==> src/rtl/sw_pkg.sv <==
// Shared definitions for the slide-switch front end and its downstream one-hot encoder.
// Latency: n/a (constants and a combinational helper only).
// Backpressure: none; the switch path is a free-running level pipeline.
package sw_pkg;

  // Width of the switch bank.
  localparam int N_SW = 10;

  // Stable cycles needed before a switch level is accepted: 10 ms at 50 MHz.
  localparam int DEBOUNCE_CYCLES_DEFAULT = 500000;

  // True when exactly one bit of vec is set. All-zero and multi-bit vectors are
  // not legal one-hot codes.
  function automatic logic onehot_chk(input logic [N_SW-1:0] vec);
    int unsigned ones;
    ones = 0;
    for (int i = 0; i < N_SW; i++) begin
      if (vec[i]) ones++;
    end
    return (ones == 1);
  endfunction

endpackage

==> src/rtl/debounce_bit.sv <==
// One switch bit: 2-flop synchroniser, stability counter and clean level flop.
// Latency: a level held from edge 0 reaches q_clean at edge DEBOUNCE_CYCLES+1.
// Backpressure: none; samples every cycle.
// Ports: clk, rst_n (sync, active-low), d_async (raw pin), q_clean (registered
//        clean level), q_next (value q_clean takes on the next edge).
module debounce_bit
  import sw_pkg::*;
#(
  parameter int DEBOUNCE_CYCLES = DEBOUNCE_CYCLES_DEFAULT
) (
  input  logic clk,
  input  logic rst_n,
  input  logic d_async,
  output logic q_clean,
  output logic q_next
);

  localparam int CW = $clog2(DEBOUNCE_CYCLES);
  localparam logic [CW-1:0] CNT_MAX = CW'(DEBOUNCE_CYCLES - 1);

  logic          s1_q, s1_d;
  logic          s2_q, s2_d;
  logic [CW-1:0] cnt_q, cnt_d;
  logic          clean_q, clean_d;

  always_comb begin
    s1_d    = d_async;
    s2_d    = s1_q;
    cnt_d   = cnt_q;
    clean_d = clean_q;
    if (s2_q == clean_q) begin
      // Any agreement restarts the stability window, so short glitches are dropped.
      cnt_d = '0;
    end else if (cnt_q == CNT_MAX) begin
      // Counter tops out exactly at CNT_MAX and clears here, so it can never wrap.
      clean_d = s2_q;
      cnt_d   = '0;
    end else begin
      cnt_d = cnt_q + CW'(1);
    end
  end

  always_ff @(posedge clk) begin
    if (!rst_n) begin
      s1_q    <= 1'b0;
      s2_q    <= 1'b0;
      cnt_q   <= '0;
      clean_q <= 1'b0;
    end else begin
      s1_q    <= s1_d;
      s2_q    <= s2_d;
      cnt_q   <= cnt_d;
      clean_q <= clean_d;
    end
  end

  assign q_clean = clean_q;
  assign q_next  = clean_d;

endmodule

==> src/rtl/switch_debounce.sv <==
// Switch-bank front end: per-bit sync + debounce, plus one-hot flag and change pulse.
// Latency: raw level held from edge 0 appears on all outputs at edge DEBOUNCE_CYCLES+1.
// Backpressure: none; outputs are plain registered levels/pulses.
// Ports: clk, rst_n (sync, active-low), sw_raw[N_SW] (async pins), sw_clean[N_SW],
//        sw_onehot (sw_clean has exactly one bit set), sw_change (1-cycle pulse).
module switch_debounce
  import sw_pkg::*;
#(
  parameter int DEBOUNCE_CYCLES = DEBOUNCE_CYCLES_DEFAULT
) (
  input  logic            clk,
  input  logic            rst_n,
  input  logic [N_SW-1:0] sw_raw,
  output logic [N_SW-1:0] sw_clean,
  output logic            sw_onehot,
  output logic            sw_change
);

  logic [N_SW-1:0] clean_cur;
  logic [N_SW-1:0] clean_next;

  for (genvar g = 0; g < N_SW; g++) begin : g_bit
    debounce_bit #(
      .DEBOUNCE_CYCLES(DEBOUNCE_CYCLES)
    ) u_bit (
      .clk    (clk),
      .rst_n  (rst_n),
      .d_async(sw_raw[g]),
      .q_clean(clean_cur[g]),
      .q_next (clean_next[g])
    );
  end

  // Flags are derived from clean_next so they land on the same edge as sw_clean.
  logic onehot_q, onehot_d;
  logic change_q, change_d;

  always_comb begin
    onehot_d = onehot_chk(clean_next);
    change_d = (clean_next != clean_cur);
  end

  always_ff @(posedge clk) begin
    if (!rst_n) begin
      onehot_q <= 1'b0;
      change_q <= 1'b0;
    end else begin
      onehot_q <= onehot_d;
      change_q <= change_d;
    end
  end

  assign sw_clean  = clean_cur;
  assign sw_onehot = onehot_q;
  assign sw_change = change_q;

endmodule
==> config.mk <==
export PLATFORM = sky130hd
export DESIGN_NAME = switch_debounce
export DESIGN_NICKNAME = d
export VERILOG_FILES = /design/src/rtl/sw_pkg.sv /design/src/rtl/debounce_bit.sv /design/src/rtl/switch_debounce.sv
export SDC_FILE = /design/constraint.sdc
export NUM_CORES = 1
export LEC_CHECK = 0
export CORE_UTILIZATION = 56
export CTS_CLUSTER_DIAMETER = 120
export DETAILED_ROUTE_END_ITERATION = 12
export HOLD_SLACK_MARGIN = 0.05
export PLACE_DENSITY = 0.76
export REMOVE_ABC_BUFFERS = 1
export SYNTH_ARGS = -nofsm -noshare
export SYNTH_HDL_FRONTEND = slang
export SYNTH_HIERARCHICAL = 1
export SYNTH_SLANG_ARGS = --single-unit
==> constraint.sdc <==
create_clock -name clk -period 5.95 [get_ports clk]
set_input_delay 1.19 -clock clk [delete_from_list [all_inputs] [get_ports clk]]
set_output_delay 1.19 -clock clk [all_outputs]
set_load 0.01 [all_outputs]
# [Word-level counts from Yosys, hierarchy flattened]
# Cells that the tools add are included.
[classes] n_addsub=19 eq_ne=22 n_mux=30 n_bitwise=1 reduce_logical=10
[op_table] cell="adder 32 x 1 -> 32 bit, second input constant" n=9
[op_table] cell="two-way mux 32 bit" n=9
[op_table] cell="adder 19 x 1 -> 19 bit, second input constant" n=10
[op_table] cell="== test 19 bit, second input constant" n=10
[op_table] cell="== test 32 x 1 -> 1 bit, second input constant" n=1
[op_table] cell="OR reduction 3 bit" n=10
[op_table] cell="two-way mux 1 bit" n=21
[op_table] cell="== test 1 bit" n=10
[op_table] cell="inequality test 10 bit" n=1
[op_table] cell="NOT 1 bit" n=1
[totals] reg_bits=222 inputBits=12 output_inout_bits=12 wordCells=124

# [Depth between registers and ports, before layout]
# Gate-level depths: netlist of the first run.
[depth] word_depth=23 depth_mapped=34 ltp_nobuf=34

# [Modules after synthesis]
# The synthesis of the first run kept the hierarchy.
[by_module_without_submodules] module="debounce_bit" n_inst=10 cells_per_inst=108 area_each_um2=998.5 seq_area_each_um2=440.4
[by_module_without_submodules] module="switch_debounce" n_inst=1 cells_per_inst=117 area_each_um2=1002.2 seq_area_each_um2=40.0

# [Least setup slack after synthesis of the first run]
# Ideal clock, no wire load.
[synth_path] path_type="flip-flop to flip-flop" startpoint="reg g_bit[0].u_bit.cnt_q[0]" endpoint="reg onehot_q (netlist: sw_onehot)" setup_time_ns=0.103 arrival_ns=6.398 required_time_ns=5.847 setup_slack_ns=-0.552 path_stages_with_launch=34 n_path_buf=0 synth_period_minus_slack_ns=6.502 path_cell_list="dfxtp_1 > ha_1 > nand4_2 > or3_4 > nor2_1 > mux2_2 > inv_1 > ha_1 > xor2_1 > ha_1 > nand2_1 > o31ai_1 > ha_1 > nand2b_1 > nand2_1 > inv_1 > ha_1 > nand2_1 > nand2_1 > ha_1 > nor2_1 > a31oi_1 > ha_1 > mux2_2 > ha_1 > mux2_2 > ha_1 > nand2_1 > xor2_1 > xnor2_1 > a21oi_1 > mux2i_1 > o41a_1 > a2111oi_2"
[synth_via] elab_chain_len=23
[synth_lines] item="from (decl)" line_no="debounce_bit.sv:23" rtl="logic [CW-1:0] cnt_q, cnt_d;"
[synth_lines] item="from (signal assigned)" line_no="debounce_bit.sv:52" rtl="cnt_q <= cnt_d;"
[synth_lines] item="== test 19 bit *" line_no="debounce_bit.sv:34" rtl="end else if (cnt_q == CNT_MAX) begin"
[synth_lines] item="two-way mux 1 bit *" line_no="debounce_bit.sv:34"
[synth_lines] item="two-way mux 1 bit *" line_no="debounce_bit.sv:31" rtl="if (s2_q == clean_q) begin"
[synth_lines] item="net clean_next[0]" line_no="switch_debounce.sv:20" rtl="logic [N_SW-1:0] clean_next;"
[synth_lines] item="two-way mux 1 bit *" line_no="sw_pkg.sv:18" rtl="if (vec[i]) ones++;"
[synth_lines] item="adder 32 x 1 -> 32 bit" line_no="sw_pkg.sv:18"
[synth_lines] item="two-way mux 32 bit *" line_no="sw_pkg.sv:18"
[synth_lines] item="adder 32 x 1 -> 32 bit" line_no="sw_pkg.sv:18"
[synth_lines] item="(+8 left out)"
[synth_lines] item="two-way mux 32 bit *" line_no="sw_pkg.sv:18"
[synth_lines] item="adder 32 x 1 -> 32 bit" line_no="sw_pkg.sv:18"
[synth_lines] item="two-way mux 32 bit *" line_no="sw_pkg.sv:18"
[synth_lines] item="adder 32 x 1 -> 32 bit" line_no="sw_pkg.sv:18"
[synth_lines] item="two-way mux 32 bit *" line_no="sw_pkg.sv:18"
[synth_lines] item="adder 32 x 1 -> 32 bit" line_no="sw_pkg.sv:18"
[synth_lines] item="two-way mux 32 bit *" line_no="sw_pkg.sv:18"
[synth_lines] item="== test 32 x 1 -> 1 bit *" line_no="sw_pkg.sv:20" rtl="return (ones == 1);"
[synth_lines] item="to (signal assigned)" line_no="switch_debounce.sv:48" rtl="onehot_q <= onehot_d;"
[synth_lines] item="to (decl)" line_no="switch_debounce.sv:35" rtl="logic onehot_q, onehot_d;"
# Mark *: on every way through the listed nets, which the timed path passes. The rest lies on a longest branch.
# A chain may end at the register's enable or synchronous reset.

# [Worst setup path in the final report of the first run]
[layout_path] startpoint="reg g_bit[1].u_bit.cnt_q[0]" endpoint="reg onehot_q (netlist: sw_onehot)"
[layout_via] elab_chain_len=21
[layout_lines] item="from (decl)" line_no="debounce_bit.sv:23"
[layout_lines] item="from (signal assigned)" line_no="debounce_bit.sv:52"
[layout_lines] item="== test 19 bit *" line_no="debounce_bit.sv:34"
[layout_lines] item="two-way mux 1 bit *" line_no="debounce_bit.sv:34"
[layout_lines] item="two-way mux 1 bit *" line_no="debounce_bit.sv:31"
[layout_lines] item="net clean_next[1]" line_no="switch_debounce.sv:20"
[layout_lines] item="two-way mux 32 bit *" line_no="sw_pkg.sv:18"
[layout_lines] item="adder 32 x 1 -> 32 bit" line_no="sw_pkg.sv:18"
[layout_lines] item="two-way mux 32 bit *" line_no="sw_pkg.sv:18"
[layout_lines] item="adder 32 x 1 -> 32 bit" line_no="sw_pkg.sv:18"
[layout_lines] item="(+6 left out)"
[layout_lines] item="two-way mux 32 bit *" line_no="sw_pkg.sv:18"
[layout_lines] item="adder 32 x 1 -> 32 bit" line_no="sw_pkg.sv:18"
[layout_lines] item="two-way mux 32 bit *" line_no="sw_pkg.sv:18"
[layout_lines] item="adder 32 x 1 -> 32 bit" line_no="sw_pkg.sv:18"
[layout_lines] item="two-way mux 32 bit *" line_no="sw_pkg.sv:18"
[layout_lines] item="adder 32 x 1 -> 32 bit" line_no="sw_pkg.sv:18"
[layout_lines] item="two-way mux 32 bit *" line_no="sw_pkg.sv:18"
[layout_lines] item="== test 32 x 1 -> 1 bit *" line_no="sw_pkg.sv:20"
# Marks and branches as above.

==> metrics, run 1 <==
status=finished with violations; failing checks=setup timing; compound-cell area share of the yosys netlist=0.06457; clk_lat worst skew=0.53 ns; via count=8887; Max FO, Critical Path=4; die footprint=20180 sq um; critical path class=reg -> reg; worst min path class=reg -> reg; Data required, critical path=6.37 ns; Post-Synth XOR/XNOR Area=0.1495; Power Density=234.2 nW/um^2; CTS tree=built; Detailed Place HPWL=14620 um; number of DRC markers in iteration 0=354; Final TNS setup=-0.2056 ns; nets=1374; GP Congestion=0.8086; Routed WL=22410 um; RSZ-0062 raised after global routing=true; post-route ant nets=0; worst-margin pin slew=0.7069 ns; Starting Density=0.5796; Max Freq=0.1625 GHz; layout cells sized above 1=0.1859; core area=18960 sq um; grt total ovfl=0; total CTS buffers=25; startpoint types=flop; simple logic cell fraction of the synthesized area=0.2979; Post-synth top cells=dfxtp_1, nor2_1, xnor2_1; Synth area leader=dfxtp_1; Netlist cell types=48; Final Critical Period=6.156 ns; Die Span Y=142.1 um; # Max-Cap Violations=0; Tcrit/Tclk final=1.035; max incr delay on CP=0.41 ns; peak supply drop=0.0001970 V; Post-Synthesis Cell Area=10990 sq um; chip width=142.1 um; post-synthesis cell count=1197; clk buf depth=3; Final Hold Fails=0; Pins Over Slew Limit=0; largest family of logic cells by synthesized area=simple AND/OR/NAND/NOR gates; IO Port Bufs=23; top-area cell type share of the netlist area=0.4045; Mapped Avg Cell Area=9.179 sq um; Crit. End Element=flop; Max transition margin=0.5287; Worst-path clk slew=0.06 ns; vias in the first global route=8553; gr usage total=0.2249; Yosys warning count=6; ys async rst share=0; most frequent cell after synthesis=dfxtp_1; clock sink count=222; sequential-to-total area share from yosys stat=0.4045; Setup violations, final=1; DRT Pass-1 Iters=4; # IOs=24; Site Rows=50; Fill cells=1429; most frequent CP cell=ha_4; fin area=13290 sq um; EDFF count, synth=0; first-pass GRT wire length=38230 um; Ant. Diodes=0; Adder-Cell Fraction of Synth Area=0.02255; htree depth=1; Arr. time, crit path=6.58 ns; commonest register cell after synthesis=dfxtp_1; post-synthesis register bit count=222; clk root buf=clkbuf_16; mux share of post-synthesis cell area=0.02323; largest net degree at the start of global routing=53; Placed Area=12140 sq um; wire per inst=13.82 um; critical path's slowest cell=or3_4; antenna violations before repair=0; PnR worst setup slack=-0.2056 ns; area delta synth->final=20.94%; vias per cell=5.482; Post-route DRC=0; top post-synthesis cells by area=dfxtp_1, xnor2_1, nor2_1; clk_skew=0.01720 ns; Leakage=4.377 nW
[per-layer routing]
metal | wire length [um] | track usage | vias to the layer above | part of all wire
met3 | 740 | 0.03533 | 41 | 0.033
met1 | 10150 | 0.2833 | 4188 | 0.45
met2 | 11040 | 0.3976 | 130 | 0.49
li1 | - | - | 4528 | -
met5 | 0 | 0 | - | 0
met4 | 479 | 0.06055 | 0 | 0.021
[flip-flops by register name, summed over array words and instances, names as in the netlist]
register             flops
g_bit.u_bit/cnt_q      190
sw_onehot                1
g_bit.u_bit/q_clean     10
g_bit.u_bit/s2_q        10
g_bit.u_bit/s1_q        10
sw_change                1
[report_power, final]
group	internal [W]	total, W	leakage [nW]	switching, W
combinational	0.0000160	0.0000404	2.16	0.0000244
sequential	0.00150	0.00150	1.79	0.00000534
clock	0.000976	0.00157	0.421	0.000595
total	0.00249	0.00311	4.38	0.000625
[area by class of cell]
| class | count | area, sq um | area share |
|---|---|---|---|
| inverter | 66 | 250.2 | 0.01883 |
| tap | 260 | 325.3 | 0.02448 |
| sequential | 222 | 4449 | 0.3348 |
| multi-input combinational | 894 | 6355 | 0.4782 |
| timing repair buffer | 134 | 1059 | 0.07966 |
| clock buffer | 37 | 730.7 | 0.05499 |
| clock inverter | 8 | 118.9 | 0.008945 |
[worst max-delay path, delay by kind of cell (launching register included)]
family,cells,cell delay [ns]
buffers and inverters,2,0.11
DFF,1,0.35
xor gates and xnor gates,3,0.49
muxes,4,0.99
AOI/OAI and AO/OA,5,0.78
adders and majority gates,9,2.12
and+or+nand+nor,10,1.21
[what timing repair did]
item                       in CTS  in global routing
setup endpoints to repair       1                  1
pin swaps                      13                 14
hold buffers                    0                  0
gates resized for setup        32                 15
buffers inserted                6                  3
[cell families (layout without fill, tap and decap cells)]
logic type	after synthesis	after routing
AND/OR/NAND/NOR	584	584
AO/OA/AOI/OAI	89	89
buffers and inverters	81	245
flip-flops	222	222
multiplexers	24	24
adder cells (fa/ha/maj)	20	20
XOR/XNOR	177	177
[worst paths after layout]
path | from | end | slack [ns] | cells past startpoint
min | g_bit[5].u_bit/s1_q | g_bit[5].u_bit/s2_q | 0.43 | 1
max reg2reg | g_bit[1].u_bit/cnt_q[0] | sw_onehot | -0.21 | 33
max | g_bit[1].u_bit/cnt_q[0] | sw_onehot | -0.21 | 33
min reg2reg | g_bit[5].u_bit/s1_q | g_bit[5].u_bit/s2_q | 0.43 | 1
[per-stage QoR]
step	hold slack (ns)	worst slack, ns	std cells	util	total power, W
2_1_floorplan	0.4118	-0.5582	1182	-	0.001551
3_3_place_gp	0.4133	-0.4588	1567	0.6403	0.001572
3_5_place_dp	0.4169	-0.7010	1567	0.6403	0.001573
4_1_cts	0.4303	-0.05306	1618	0.6956	0.003145
5_1_grt	0.4405	-0.4627	1621	0.7010	0.003212
6_report	0.4303	-0.2056	1621	0.7010	0.003112
[cell usage in the layout (no fill, tap or decap), drive strengths merged, types with 4 or more instances in the layout]
cell / instances
dfxtp: 222
nor2: 197
xnor2: 127
buf: 112
nand4: 77
inv: 67
nand2: 67
nand3: 61
nor4: 50
xor2: 47
clkbuf: 37
a21oi: 36
nor3: 31
or3: 31
clkdlybuf4s50: 22
o31ai: 22
and2: 21
or4: 21
ha: 19
o21ai: 12
mux2i: 12
mux2: 12
nor4b: 10
o211ai: 10
and4: 10
clkinv: 4
Note: power is estimated with default switching activity, not from simulation.
==> inputs of run 2 (changes only) <==
Settings changed: CTS_CLUSTER_DIAMETER 120 to default.
==> results of run 2 <==
Same layout as run 1: the final DEF is identical, and so are final timing and power.
